--- config.mk ---
export PLATFORM = sky130hd
export DESIGN_NAME = uart_tx
export DESIGN_NICKNAME = d
export VERILOG_FILES = /design/src/rtl/uart_pkg.sv /design/src/rtl/uart_bit_timer.sv /design/src/rtl/uart_tx.sv
export SDC_FILE = /design/constraint.sdc
export NUM_CORES = 1
export LEC_CHECK = 0
export CORE_MARGIN = 4
export CORE_UTILIZATION = 55
export DETAILED_ROUTE_END_ITERATION = 10
export PLACE_DENSITY = 0.76
export SYNTH_ARGS = -nofsm -noshare
export SYNTH_HDL_FRONTEND = slang
export SYNTH_HIERARCHICAL = 1
export SYNTH_SLANG_ARGS = --single-unit
--- constraint.sdc ---
create_clock -name clk -period 2.2 [get_ports clk]
set_clock_uncertainty 0.05 [all_clocks]
set_input_delay 0.44 -clock clk [delete_from_list [all_inputs] [get_ports clk]]
set_output_delay 0.44 -clock clk [all_outputs]
set_load 0.01 [all_outputs]
--- src/rtl/uart_pkg.sv ---
// Shared UART definitions: default timing, payload width and transmit FSM states.
package uart_pkg;
    localparam int CLKS_PER_BIT_DEFAULT = 16;
    localparam int UART_DATA_BITS       = 8;

    typedef enum logic [1:0] {
        IDLE,
        START,
        DATA,
        STOP
    } uart_tx_state_t;
endpackage

--- src/rtl/uart_bit_timer.sv ---
// Modulo-CLKS_PER_BIT cycle counter; bit_done marks the last cycle of a bit period.
module uart_bit_timer #(
    parameter int CLKS_PER_BIT = 16,
    localparam int CW = (CLKS_PER_BIT > 1) ? $clog2(CLKS_PER_BIT) : 1
) (
    input  logic          clk,
    input  logic          reset,
    input  logic          clear,
    output logic [CW-1:0] count,
    output logic          bit_done
);
    assign bit_done = (count == CW'(CLKS_PER_BIT - 1));

    always_ff @(posedge clk or posedge reset) begin
        if (reset)
            count <= '0;
        else if (clear || bit_done)
            count <= '0;
        else
            count <= count + 1'b1;
    end
endmodule

--- src/rtl/uart_tx.sv ---
// 8N1 UART transmitter with a one-entry holding register for gapless back-to-back frames.
module uart_tx
    import uart_pkg::*;
#(
    parameter int CLKS_PER_BIT = CLKS_PER_BIT_DEFAULT,
    parameter int DATA_BITS    = UART_DATA_BITS
) (
    input  logic                 clk,
    input  logic                 reset,
    input  logic                 send,
    input  logic [DATA_BITS-1:0] data_in,
    output logic                 ready,
    output logic                 busy,
    output logic                 sent,
    output logic                 bit_out
);
    localparam int CW = (CLKS_PER_BIT > 1) ? $clog2(CLKS_PER_BIT) : 1;
    localparam int IW = (DATA_BITS > 1) ? $clog2(DATA_BITS) : 1;

    uart_tx_state_t       state, state_nx;
    logic [DATA_BITS-1:0] hold, shift, shift_nx;
    logic [IW-1:0]        idx, idx_nx;
    logic [CW-1:0]        count;
    logic                 bit_done, timer_clear, take, accept;
    logic                 hold_empty, bit_out_nx, sent_nx;

    // Timer is held at zero while idle so START always gets a full bit period.
    assign timer_clear = (state == IDLE);
    assign accept      = send && hold_empty;
    assign ready       = hold_empty;

    uart_bit_timer #(.CLKS_PER_BIT(CLKS_PER_BIT)) u_timer (
        .clk      (clk),
        .reset    (reset),
        .clear    (timer_clear),
        .count    (count),
        .bit_done (bit_done)
    );

    always_comb begin
        state_nx = state;
        shift_nx = shift;
        idx_nx   = idx;
        take     = 1'b0;
        case (state)
            IDLE:  if (!hold_empty) begin
                       take     = 1'b1;
                       state_nx = START;
                   end
            START: if (bit_done) begin
                       state_nx = DATA;
                       idx_nx   = '0;
                   end
            DATA:  if (bit_done) begin
                       shift_nx = shift >> 1;
                       if (idx == IW'(DATA_BITS - 1))
                           state_nx = STOP;
                       else
                           idx_nx = idx + 1'b1;
                   end
            STOP:  if (bit_done) begin
                       if (!hold_empty) begin
                           take     = 1'b1;
                           state_nx = START;
                       end else begin
                           state_nx = IDLE;
                       end
                   end
            default: state_nx = IDLE;
        endcase
        if (take)
            shift_nx = hold;

        // Line level is computed for the next cycle so bit_out itself is a flop.
        case (state_nx)
            START:   bit_out_nx = 1'b0;
            DATA:    bit_out_nx = shift_nx[0];
            default: bit_out_nx = 1'b1;
        endcase
        sent_nx = (state == STOP) && (count == CW'(CLKS_PER_BIT - 2));
    end

    always_ff @(posedge clk or posedge reset) begin
        if (reset) begin
            state      <= IDLE;
            shift      <= '0;
            idx        <= '0;
            hold       <= '0;
            hold_empty <= 1'b1;
            bit_out    <= 1'b1;
            busy       <= 1'b0;
            sent       <= 1'b0;
        end else begin
            state   <= state_nx;
            shift   <= shift_nx;
            idx     <= idx_nx;
            bit_out <= bit_out_nx;
            busy    <= (state_nx != IDLE);
            sent    <= sent_nx;
            if (accept)
                hold <= data_in;
            // take and accept are exclusive: take needs a full register, accept an empty one.
            if (take)
                hold_empty <= 1'b1;
            else if (accept)
                hold_empty <= 1'b0;
        end
    end
endmodule

==> reports/qor.csv <==
metric;value;unit
outcome;complete, no violations;
cts_hold_buf;0;
antenna_cells;0;
irDropWorstVdd;0.925;mV
crit_required;2.42;ns
grt_max_degree;16;
nNetsFinal;161;
num_rows;17;
period_needed;2.03;ns
min_path_type;in -> async;
first_pass_iters;4;
cts_num_sinks;29;
path_common_cell;ha_1;
relSlewSlack;72.1;%
ys.warnings.count;6;
synthTopCellsByCount;dfrtp_1, nor2_1, a21oi_1, mux2_2;
drtIter0Drc;17;
vias;980;
seqPwrFrac;47.0;%
rsz0062_at_grt;no;
dp_hpwl;1900;um
critical_path_arrival;2.25;ns
drive_above_1_share;18.2;%
die_y;58.3;um
tightest_slew;0.417;ns
gp_congestion;0.797;
cp_top_family;adder cells;
fp.dieArea;3400;um^2
yosysMostFrequentCell;dfrtp_1;
synth_edf_count;0;
htree_levels;2;
ys.flop_type;dfrtp_1;
syn-instance-count;121;
ys_types;34;
ioPinCount;15;
worstSetupEndpointType;flop;
fill_cells;184;
multi_input_area;613;um^2
crit_buf_inv;0;
insertion_delay;0.33;ns
syn_to_final_growth;16.7;%
cts_resized;0;
combPwrFrac;37.0;%
cts_buffer_depth;2;
seq_area_frac_synth;52.3;%
portBuffers;14;
initial_utilization;60.0;%
numCtsBuffers;5;
async_flop_share;100;%
placed_area;1570;um^2
die_w;58.3;um
finalSetupTns;0;ns
antenna_left;0;
synth_top_cell_area_share;48.6;%
worstSetupStartpointType;flop;
grt_pass1_vias;952;
power_switching;699;uW
crit_path_cell_trace;ha_1, ha_1, and2_1, o21ai_1, nand3_1, a22o_1, mux2_4;
cellPowerDensity;1220;nW/um^2
antenna_found_initial;0;
netlist_top_cells_area;dfrtp_1, mux2_2, ha_1, mux2i_1, dfstp_2;
wl_per_cell;14.8;um
slowest_stage;dfrtp_1;
viasPerCell;5.73;
synth_largest_area_cell;dfrtp_1;
ys_seq_elements;29;
post_cts_buffers;0;
clkTransAtPathRegs;0.10;ns
wl;2530;um
cts_tree;yes;
track_usage;17.1;%
clock.fmax;0.493;GHz
setup_viol;0;
maxSlewViolCount;0;
power.leakage;0.000771;uW
gr-total-overflow;0;
synth_fp_nets;140;
avgSynthCellArea;11.5;um^2
slowest_delay;0.42;ns
hold_viol_final;0;
drc;0;
cp_max_fo;6;
core;2320;um^2
stdcell_area;1620;um^2
max_cap_violations;0;
p_clk_share;16.0;%
critical_path_class;reg -> reg;
period_share;92.3;%
cts_root_buf;clkbuf_4;
netlist_area;1390;um^2
sw_frac_of_total;35.4;%
register_area;728;um^2
grt_pass1_wl;4220;um
p_int;1280;uW
layout make-up:
class                   count  area share, %
flip-flops and latches     29           44.8
well taps                  28           2.16
multi-input cells          81           37.8
clock buffers               5           2.31
repair buffers             17           10.0
clock inverters             3           1.08
inverters                   8           1.85
placed cells by master, fill, tap and decap left out, types with 2 or more instances in the layout:
master,netlist,final
a21oi_1,9,9
a22o_1,6,6
buf_4,0,3
clkbuf_4,0,5
clkdlybuf4s50_1,0,14
clkinv_2,0,2
dfrtp_1,27,27
dfstp_2,2,2
ha_1,8,8
inv_1,8,8
mux2_2,9,9
mux2i_1,6,6
nand2_1,5,5
nand3_1,4,4
nor2_1,11,11
o21ai_0,2,2
o21ai_1,3,3
registers in the layout (all words and copies together), names as in the netlist:
register,cells
bit_out,1
hold,8
state,2
u_timer/count,4
idx,3
ready,1
sent,1
busy,1
shift,8
cells by family after synthesis:
kind of cell             count (synthesis)  synth area share [%]
adder cells (fa/ha/maj)                  8                  7.19
multiplexers                            16                  12.7
XOR/XNOR                                 1                 0.630
AND/OR/NAND/NOR                         30                  11.1
buffers and inverters                   11                  3.60
AO/OA/AOI/OAI                           26                  12.5
flip-flops                              29                  52.3
through the flow:
step           util, %  total power [uW]  cells  setup slack, ns  hold slack [ns]
3_3_place_gp      67.7              1630    163            0.284            0.439
4_1_cts           70.0              1990    171            0.180            0.263
2_1_floorplan        -              1470    121            0.332            0.156
3_5_place_dp      67.7              1670    163            0.198            0.445
6_report          70.0              1980    171            0.170            0.277
5_1_grt           70.0              2140    171            0.108            0.258
layer usage:
metal  GRT usage (%)  vias up  wire, um
li1                -      475         -
met1            19.9      478      1130
met2            27.0       21      1230
met3            7.24        6       130
met4            8.61        0        43
met5               0        -         0
power by group through the flow:
| stage | registers [uW] | logic (uW) | clock network, uW |
|---|---|---|---|
| 2_1_floorplan | 904 | 568 | 0 |
| 3_3_place_gp | 926 | 706 | 0 |
| 3_5_place_dp | 941 | 733 | 0 |
| 4_1_cts | 929 | 736 | 329 |
| 5_1_grt | 961 | 824 | 356 |
| 6_report | 928 | 730 | 317 |
worst reg2reg max path, stage by stage, from the launching register on:
cell and delay (ns):
dfrtp_1 0.42, ha_1 0.22, ha_1 0.26, and2_1 0.18, o21ai_1 0.16, nand3_1 0.09
a22o_1 0.28, mux2_4 0.30
final timing paths:
kind / start / end / slack (ns) / cells past startpoint
worst max-delay path: idx[0] / bit_out / 0.17 / 7
worst min-delay path: reset / u_timer/count[0] / 0.28 / 2
worst max register to register: idx[0] / bit_out / 0.17 / 7
worst min register to register: u_timer/count[0] / u_timer/count[0] / 0.46 / 1
max in group asynchronous: reset / shift[7] / 1.16 / 3
min in group clk: u_timer/count[0] / u_timer/count[0] / 0.46 / 1
No activity file was read; power rests on OpenSTA's default activity.
